--- config.mk ---
export PLATFORM = sky130hd
export DESIGN_NAME = uart_baud_arbiter
export DESIGN_NICKNAME = d
export VERILOG_FILES = /design/src/rtl/uart_baud_arbiter.sv
export SDC_FILE = /design/constraint.sdc
export NUM_CORES = 1
export LEC_CHECK = 0
export CORE_MARGIN = 5
export CORE_UTILIZATION = 40
export CTS_CLUSTER_DIAMETER = 80
export DETAILED_ROUTE_END_ITERATION = 10
export DONT_BUFFER_PORTS = 1
export SETUP_SLACK_MARGIN = 0.2
export SLEW_MARGIN = 20
export SYNTH_ARGS = -nofsm -noshare
export SYNTH_HDL_FRONTEND = slang
export SYNTH_SLANG_ARGS = --single-unit
--- constraint.sdc ---
create_clock -name clk -period 2.7 [get_ports clk]
set_clock_uncertainty 0.05 [all_clocks]
set_input_delay 0.54 -clock clk [delete_from_list [all_inputs] [get_ports clk]]
set_output_delay 0.54 -clock clk [all_outputs]
set_load 0.01 [all_outputs]
--- src/rtl/uart_baud_arbiter.sv ---
// Round-robin arbiter sharing one baud generator between a UART TX and RX.
// Grants end on done, request drop or a baud-tick timeout, then a guard gap.
module uart_baud_arbiter #(
   parameter int unsigned MAX_BAUD  = 1000,
   parameter int unsigned GUARD_CYC = 4
) (
   input  logic clk,
   input  logic rst,
   input  logic tx_req,
   input  logic rx_req,
   input  logic tx_done,
   input  logic rx_done,
   input  logic tick_8x_in,
   input  logic tick_baud_in,
   output logic baud_en,
   output logic tx_gnt,
   output logic rx_gnt,
   output logic tx_tick_8x,
   output logic tx_tick_baud,
   output logic rx_tick_8x,
   output logic rx_tick_baud,
   output logic timeout_err
);

   typedef enum logic [2:0] {
      IDLE,
      ARM,
      GNT_TX,
      GNT_RX,
      GUARD
   } state_t;

   state_t      state, state_nxt;
   logic [15:0] baud_cnt, baud_cnt_nxt;
   logic [7:0]  guard_cnt, guard_cnt_nxt;
   logic        win_rx, win_rx_nxt;
   logic        last_rx, last_rx_nxt;
   logic        timeout_nxt;
   logic        g_rx, g_req, g_done, w_req, baud_hit;

   assign g_rx     = (state == GNT_RX);
   assign g_req    = g_rx ? rx_req : tx_req;
   assign g_done   = g_rx ? rx_done : tx_done;
   assign w_req    = win_rx ? rx_req : tx_req;
   assign baud_hit = tick_baud_in &&
                     (({1'b0, baud_cnt} + 17'd1) == 17'(MAX_BAUD));

   always_comb begin
      state_nxt     = state;
      baud_cnt_nxt  = baud_cnt;
      guard_cnt_nxt = '0;
      win_rx_nxt    = win_rx;
      last_rx_nxt   = last_rx;
      timeout_nxt   = 1'b0;
      unique case (state)
         IDLE: begin
            if (tx_req || rx_req) begin
               state_nxt    = ARM;
               baud_cnt_nxt = '0;
               // on a tie the side not served last wins
               win_rx_nxt   = rx_req && (!tx_req || !last_rx);
            end
         end
         ARM: begin
            if (w_req) state_nxt = win_rx ? GNT_RX : GNT_TX;
            else       state_nxt = GUARD;
         end
         GNT_TX, GNT_RX: begin
            if (tick_baud_in) baud_cnt_nxt = baud_cnt + 16'd1;
            if (g_done || !g_req) begin
               state_nxt   = GUARD;
               last_rx_nxt = g_rx;
            end else if (baud_hit) begin
               state_nxt   = GUARD;
               last_rx_nxt = g_rx;
               timeout_nxt = 1'b1;
            end
         end
         GUARD: begin
            if (guard_cnt == 8'(GUARD_CYC - 1)) state_nxt = IDLE;
            else guard_cnt_nxt = guard_cnt + 8'd1;
         end
         default: state_nxt = IDLE;
      endcase
   end

   always_ff @(posedge clk) begin
      if (rst) begin
         state       <= IDLE;
         baud_cnt    <= '0;
         guard_cnt   <= '0;
         win_rx      <= 1'b0;
         last_rx     <= 1'b1;
         timeout_err <= 1'b0;
      end else begin
         state       <= state_nxt;
         baud_cnt    <= baud_cnt_nxt;
         guard_cnt   <= guard_cnt_nxt;
         win_rx      <= win_rx_nxt;
         last_rx     <= last_rx_nxt;
         timeout_err <= timeout_nxt;
      end
   end

   assign tx_gnt       = (state == GNT_TX);
   assign rx_gnt       = (state == GNT_RX);
   assign baud_en      = tx_gnt || rx_gnt;
   assign tx_tick_8x   = tick_8x_in & tx_gnt;
   assign tx_tick_baud = tick_baud_in & tx_gnt;
   assign rx_tick_8x   = tick_8x_in & rx_gnt;
   assign rx_tick_baud = tick_baud_in & rx_gnt;

endmodule

# Word-level counts from Yosys, hierarchy flattened
# Index checks and enable logic that the tools add are counted.
dict set report op_classes {
  addsub 3
  n_eq_ne 10
  muxes 16
  n_bitwise 6
  n_reduce_logical 19
}
# op count
set op_table {}
lappend op_table {{$mux W16} 2}
lappend op_table {{$pmux W16 S2} 1}
lappend op_table {{$add A16 B1 Y17 const B} 1}
lappend op_table {{$eq A17 B10 Y1 const B} 1}
lappend op_table {{$add A16 B1 Y16 const B} 1}
lappend op_table {{$mux W3} 5}
lappend op_table {{$pmux W3 S4} 1}
lappend op_table {{$add A8 B1 Y8 const B} 1}
lappend op_table {{$eq A8 B2 Y1 const B} 1}
lappend op_table {{$mux W1} 7}
lappend op_table {{$eq A3 B2 Y1 const B} 2}
lappend op_table {{$ne A2 B2 Y1 const B} 3}
lappend op_table {{$reduce_and A3 Y1} 2}
lappend op_table {{$reduce_or A3 Y1} 2}
lappend op_table {{$and A1 B1 Y1} 4}
lappend op_table {{$logic_or A1 B1 Y1} 4}
lappend op_table {{$reduce_and A2 Y1} 2}
lappend op_table {{$reduce_bool A2 Y1} 2}
lappend op_table {{$eq A3 B1 Y1 const B} 1}
lappend op_table {{$eq A3 B3 Y1 const B} 1}
lappend op_table {{$logic_not A1 Y1} 3}
lappend op_table {{$logic_not A3 Y1} 1}
lappend op_table {{$ne A3 B3 Y1 const B} 1}
lappend op_table {{$logic_and A1 B1 Y1} 2}
lappend op_table {{other kinds (2)} 3}
dict set report word_totals {
  regBits 30
  inputBits 8
  output_inout_bits 8
  wordCells 60
}

# Depth between registers and ports, before layout
# Gate-level depths: netlist of the first run.
dict set report depth {
  depth_word 6
  ltp_mapped 8
}

# Worst setup path after synthesis of the first run
# No wires, ideal clock.
dict set report synth_timing {
  path_type {register -> register}
  start {reg baud_cnt[3]}
  end {reg state[0]}
  setup_ns 0.086
  t_arrival_ns 1.828
  setup_slack_ns 0.736
  path_stages_with_launch 7
  path_buffers 0
  synth_period_minus_slack_ns 1.964
  path_cell_list {dfxtp_1 nand4_4 nor3_1 mux2_2 o221a_2 a21o_1 a221oi_2}
}
dict set report synth_between {
  elab_chain_len 5
}
# item line_no
set synth_rtl {}
lappend synth_rtl {{start, declared} 34} ;# logic [15:0] baud_cnt, baud_cnt_nxt;
lappend synth_rtl {{start signal, assigned} 97} ;# baud_cnt <= baud_cnt_nxt;
lappend synth_rtl {{$add A16 B1 Y17} 46} ;# (({1'b0, baud_cnt} + 17'd1) == 17'(MAX_BAUD));
lappend synth_rtl {{$eq A17 B10 Y1} 46}
lappend synth_rtl {{$logic_and A1 B1 Y1} 45} ;# assign baud_hit = tick_baud_in &&
lappend synth_rtl {{$ne A3 B3 Y1 (no source line)} n/a}
lappend synth_rtl {{$reduce_and A3 Y1 (no source line)} n/a}
lappend synth_rtl {{end signal, assigned} 96} ;# state <= state_nxt;
lappend synth_rtl {{end, declared} 33} ;# state_t state, state_nxt;
# No other way between the ends.
# A chain may end at the register's enable or synchronous reset.

# Worst setup path after layout of the first run
dict set report layout_timing {
  start {reg baud_cnt[0]}
  end {reg state[0]}
}
# The elaborated chain is that of the path after synthesis.

==> impl_metrics.csv, run 1 <==
group,metric,value,unit
status,status,"complete, no violations",
logic_synthesis,synth.area.mux_share,0.6374,%
sta,slew_viol_final,0,
final_layout,utilization,42.56,%
sta,rsz0062_at_grt,"false",
final_layout,drive_gt1_share,11.63,%
logic_synthesis,synth_adder_area_share,1.416,%
cts,htreeDepth,2,
logic_synthesis,synth_top_family_by_area,"simple AND/OR/NAND/NOR gates",
cts,cts_setup_buffers,0,
die,rows,24,
cts,cts_buffers,5,
sta,period_needed,2.236,ns
final_layout,antenna-diode-count,0,
run,drv_cap,0,
place,routabilityCongestion,0.7991,
detailed_routing,vias,1538,
logic_synthesis,synth_edf_count,0,
logic_synthesis,ys_ff_latch,30,
logic_synthesis,ys_seq_area_share,33.99,%
power_and_ir_drop,pwr_density_cell,600.0,nW/um^2
sta,maxSlewHeadroom,71.12,%
critical_path,critPathMaxFanout,7,
cts,worstSkewPairLatency,0.29,ns
logic_synthesis,synthFlopType,"dfxtp_1",
sta,tns,0,ns
die,start_util,40.86,%
global_routing,grt_pass1_wl,6720,um
place,port_buffers,0,
logic_synthesis,synth_compound_area_share,18.13,%
logic_synthesis,synthSimpleGateAreaFrac,34.92,%
die,core,4324,um^2
logic_synthesis,synth_nets,229,
sta,timing.fmax,447.3,MHz
cts,path_clk_slew,0.07,ns
detailed_routing,drc,0,
global_routing,grt_usage,13.92,%
detailed_routing,firstDrtPassIters,4,
logic_synthesis,synth_cell_types,53,
cts,cts_max_path_buffers,2,
final_layout,nNetsFinal,225,
min_path,hp-class,"in -> reg",
critical_path,required,2.85,ns
sta,final-hold-violation-count,0,
critical_path,arrival,2.39,ns
critical_path,end_kind,"flop",
detailed_routing,ant_nets,0,
detailed_routing,wl,3791,um
place,dp_hpwl,2703,um
global_routing,grt.overflow.total,0,
detailed_routing,drt_iter0_drc,33,
critical_path,start_kind,"flop",
cts,cts_hold_buf,0,
global_routing,antenna_found_initial,0,
logic_synthesis,synthCells,219,
global_routing,grt_max_degree,25,
cts,cts_tree,"built",
cts,root_buffer,"clkbuf_8",
final_layout,syn_to_final_growth,4.179,%
detailed_routing,post_drt_wl_per_cell,14.20,um
logic_synthesis,synth_xor_xnor_area_share,5.453,%
global_routing,grt_pass1_vias,1440,
cts,cts.repair.resized,0,
detailed_routing,avgViaCountPerCell,5.760,
die,die_h,76.46,um
critical_path,setup.worst_path.class,"reg -> reg",
logic_synthesis,yosys_warnings,0,
power_and_ir_drop,p_leak,0.0006300,uW
logic_synthesis,netlist_area,1767,um^2
sta,finalCritPeriodShare,82.81,%
logic_synthesis,synthArstFlopShare,0,%
cts,cts.sinks,30,
sta,tightest_slew,0.4332,ns
sta,setup_violations,0,
die,die_area,5846,um^2
die,fp.dieW,76.46,um
logic_synthesis,syn_area_per_cell,8.067,um^2
power_and_ir_drop,peakVddDrop,279.7,uV
die,num_io_pins,16,
-- per-stage QoR --
stage	setup slack, ns	hold WS [ns]	cell area (um^2)	instances	total power [uW]
after CTS	0.4496	0.2585	1841	267	1115
final	0.4642	0.2689	1841	267	1104
after global placement	0.5453	0.4112	1762	260	774.6
after floorplan	0.7360	0.3875	1767	219	730.5
after global routing	0.2215	0.2560	1841	267	1173
after detailed placement	0.4809	0.4197	1762	260	772.1
-- final timing paths --
| check | cells after the start | end | slack [ns] | start |
|---|---|---|---|---|
| min reg2reg | 1 | guard_cnt[0] | 0.43 | guard_cnt[0] |
| max | 7 | state[0] | 0.46 | baud_cnt[0] |
| max reg2reg | 7 | state[0] | 0.46 | baud_cnt[0] |
| min | 1 | state[0] | 0.27 | rst |
-- cell usage after synthesis (4+ instances only) --
master	count	area [um^2]
nor3_1	10	50.05
o21ai_0	12	60.06
nand2_1	21	78.83
a31oi_1	6	37.54
inv_1	5	18.77
dfxtp_1	30	600.6
nor4_1	5	31.28
nor2_1	30	112.6
nand3b_1	4	30.03
and3_1	6	37.54
clkbuf_1	4	15.01
nand4_1	5	31.28
nand3_1	10	50.05
xnor2_1	5	43.79
xor2_1	6	52.55
a21oi_1	12	60.06
a311oi_1	4	35.03
-- state kept, by name, summed over array words and instances (netlist names) --
name         count
timeout_err      1
win_rx           1
state            3
guard_cnt        8
baud_cnt        16
last_rx          1
-- cell usage in the layout (no fill, tap or decap), drive strengths merged, types with 4 or more instances in the layout --
cell type	Yosys	routed
a21oi	13	13
a311oi	4	4
a31oi	6	6
and3	8	8
clkbuf	6	5
dfxtp	30	30
inv	5	5
nand2	21	21
nand3	11	11
nand3b	4	4
nand4	6	6
nor2	30	30
nor3	11	11
nor4	7	7
o21ai	12	12
xnor2	5	5
xor2	6	6
-- routing by layer --
layer  wire length, um  global-route usage (%)  part of all wire (%)  vias to the layer above
met5                 0                       0                     0                        -
met4                49                   6.294                   1.3                        0
li1                  -                       -                     -                      793
met3               150                   4.255                   4.0                        5
met2              1758                   21.23                    46                       26
met1              1833                   17.87                    48                      714
-- logic make-up after synthesis --
family	count (synthesis)
multiplexers	1
adder cells (fa/ha/maj)	2
flip-flops	30
XOR/XNOR	11
AO/OA/AOI/OAI	47
buffers and inverters	17
AND/OR/NAND/NOR	111
-- worst max-delay path: stages, from the launching register on --
cell and delay, ns:
dfxtp_1 0.46, ha_1 0.28, nand3_1 0.16, nor3_1 0.35
nor3_1 0.08, o221a_2 0.34, a21o_1 0.19, a221oi_2 0.24
-- cell type report --
| class | count | area, um^2 |
|---|---|---|
| flip-flops and latches | 30 | 600.6 |
| repair buffers | 1 | 7.507 |
| fillers | 449 | 2484 |
| clock buffers | 5 | 68.82 |
| multi-input cells | 172 | 1070 |
| clock inverters | 2 | 10.01 |
| well taps | 52 | 65.06 |
| inverters | 5 | 18.77 |
-- power breakdown --
part           total [uW]  internal (uW)  switching [uW]
Sequential            515            469            46.2
Clock                 341            172             169
Combinational         248           83.7             165
(Power assumes the default switching activity.)
==> run 2, diff against run 1 <==
Clock period 2.7 ns to 1.9 ns, I/O delays scaled along.
==> impl_metrics.csv, run 2 (same netlist as run 1, synthesis figures left out) <==
group,metric,value,unit
global_routing,use_met2,28.85,%
global_routing,grt_usage,17.41,%
die,die_h,76.46,um
die,num_io_pins,16,
critical_path,start_kind,"flop",
critical_path,setup.worst_path.class,"reg -> reg",
power_and_ir_drop,p_leak,0.0009814,uW
final_layout,layout_commonest_cell,"buf_4",
detailed_routing,wl,4979,um
power_and_ir_drop,peakVddDrop,362.0,uV
detailed_routing,firstDrtPassIters,4,
power_and_ir_drop,p_int,1332,uW
status,failed_checks,"setup timing",
cts,worstSkewPairLatency,0.29,ns
die,core,4324,um^2
global_routing,grt_pass1_vias,1810,
critical_path,r2r_end,"state[0]",
critical_path,cpMaxStageDelayCell,"dfxtp_2",
critical_path,arrival,2.09,ns
global_routing,grt_pass1_wl,8376,um
critical_path,end_kind,"flop",
power_and_ir_drop,seqPwrFrac,36.6,%
final_layout,top_register,"baud_cnt",
min_path,hp-class,"in -> reg",
sta,tightest_slew,0.3623,ns
sta,finalCritPeriodShare,101.8,%
final_layout,syn_to_final_growth,38.60,%
cts,cts_max_path_buffers,2,
cts,cts.sinks,30,
power_and_ir_drop,combPwrFrac,26.9,%
final_layout,largest_register_ffs,16,
place,routabilityCongestion,0.9050,
final_layout,final_area,2449,um^2
critical_path,r2r_slack,-0.03,ns
power_and_ir_drop,p_switching,614.3,uW
detailed_routing,ant_nets,0,
min_path,hold_depth,1,
cts,path_clk_slew,0.07,ns
critical_path,required,2.06,ns
die,rows,24,
sta,whs,0.1057,ns
critical_path,path_cells,"nand4_1 > buf_4 > nor3_4 > mux2_4 > o221a_4 > a21o_1 > a221oi_2",
detailed_routing,vias,1765,
die,start_util,40.86,%
cts,root_buffer,"clkbuf_8",
final_layout,drive_gt1_share,40.77,%
detailed_routing,drt_iter0_drc,76,
detailed_routing,drc,0,
min_path,min_to,"state[0]",
critical_path,regToRegStartpoint,"baud_cnt[7]",
place,placed_cell_area,1996,um^2
sta,final-hold-violation-count,0,
final_layout,nNetsFinal,269,
critical_path,critPathMaxFanout,4,
global_routing,grt.overflow.total,0,
critical_path,ff2ff_path_depth,7,
detailed_routing,post_drt_wl_per_cell,15.96,um
final_layout,top_regs,"baud_cnt: 16 flops, guard_cnt: 8 flops, state: 3 flops",
power_and_ir_drop,p_sw_share,31.56,%
final_layout,nFillCells,375,
global_routing,grt_max_degree,25,
global_routing,grt-busiest-layer,"met2",
sta,rsz0062_at_grt,"true",
global_routing,grtUsageMet3,4.728,%
power_and_ir_drop,pwr_density_cell,794.9,nW/um^2
cts,cts_buffers,5,
die,die_area,5846,um^2
place,port_buffers,0,
detailed_routing,avgViaCountPerCell,5.657,
sta,slew_viol_final,0,
run,drv_cap,0,
min_path,min_from,"rst",
sta,setup_violations,2,
die,fp.dieW,76.46,um
critical_path,max_stage_delay,0.33,ns
power_and_ir_drop,clkPwrFrac,36.5,%
sta,maxSlewHeadroom,75.50,%
sta,timing.fmax,516.9,MHz
sta,period_needed,1.935,ns
final_layout,antenna-diode-count,0,
cts,cts_hold_buf,0,
cts,htreeDepth,2,
global_routing,met1_usage,19.94,%
global_routing,antenna_found_initial,0,
place,dp_hpwl,3163,um
final_layout,final_cell_mix,"buf_4, nor2_1, nand2_1, dfxtp_1",
sta,setup_slack,-0.03455,ns
cts,cts_tree,"built",
status,status,"finished, violations left",
==> run 2: changes by cell type in the layout (fill, tap and decap cells not counted), sizes merged <==
cell / before / now
buf: 1 / 45
clkbuf: 5 / 8
clkinv: 2 / 0
==> run 2: how the worst max path moves through the flow <==
stage                             from       end  slack (ns)  cells after the start
after floorplan           baud_cnt[10]  state[0]        0.09                      6
after global placement     baud_cnt[0]  state[2]       -0.02                      7
after detailed placement   baud_cnt[0]  state[2]       -0.04                      7
after CTS                  baud_cnt[7]  state[2]       -0.03                      7
after global routing       baud_cnt[7]  state[0]       -0.11                      7
final                      baud_cnt[7]  state[0]       -0.03                      7
==> run 2: layer usage <==
| metal | vias to the layer above | wire (um) |
|---|---|---|
| met1 | 822 | 2110 |
| met2 | 42 | 2545 |
| li1 | 887 | - |
| met4 | 0 | 123 |
| met5 | - | 0 |
| met3 | 14 | 199 |
==> run 2: final cells by class <==
type | count | area, um^2 | area share (%)
timing repair buffer | 45 | 356.6 | 14.56
inverter | 5 | 18.77 | 0.7665
clock buffer | 8 | 132.6 | 5.416
multi-input combinational | 172 | 1247 | 50.95
tap | 52 | 65.06 | 2.657
sequential | 30 | 628.1 | 25.65
==> run 2: power groups by stage <==
stage | Clock, uW | Sequential (uW) | Combinational [uW]
floorplan | 0 | 709 | 326
global placement | 0 | 721 | 418
detailed placement | 0 | 723 | 422
CTS | 722 | 711 | 497
finish | 710 | 712 | 524
global route | 753 | 721 | 573
==> run 2: critical path: cells and delay by family (launching register included) <==
family | cells | cell delay (ns)
mux | 1 | 0.32
buf+inv | 1 | 0.19
compound gates | 3 | 0.66
flops | 1 | 0.33
simple gates | 2 | 0.29
==> run 2: timing repair <==
action / in CTS / in global routing
setup buffers: 21 / 1
pin swaps: 19 / 9
cloned: 0 / 0
resized for setup: 25 / 14
setup endpoints to repair: 21 / 21
==> run 2: through the flow <==
stage                     setup WS (ns)  setup TNS [ns]  total power (uW)  instances  utilization (%)
final                          -0.03455        -0.06335              1946        312            56.63
after global routing            -0.1138         -0.4357              2048        312            56.63
after detailed placement       -0.03632        -0.03632              1145        282            46.15
after global placement         -0.01904        -0.01904              1140        282            46.15
after CTS                      -0.03348        -0.04642              1930        311            55.12
after floorplan                 0.08647               0              1035        219                -
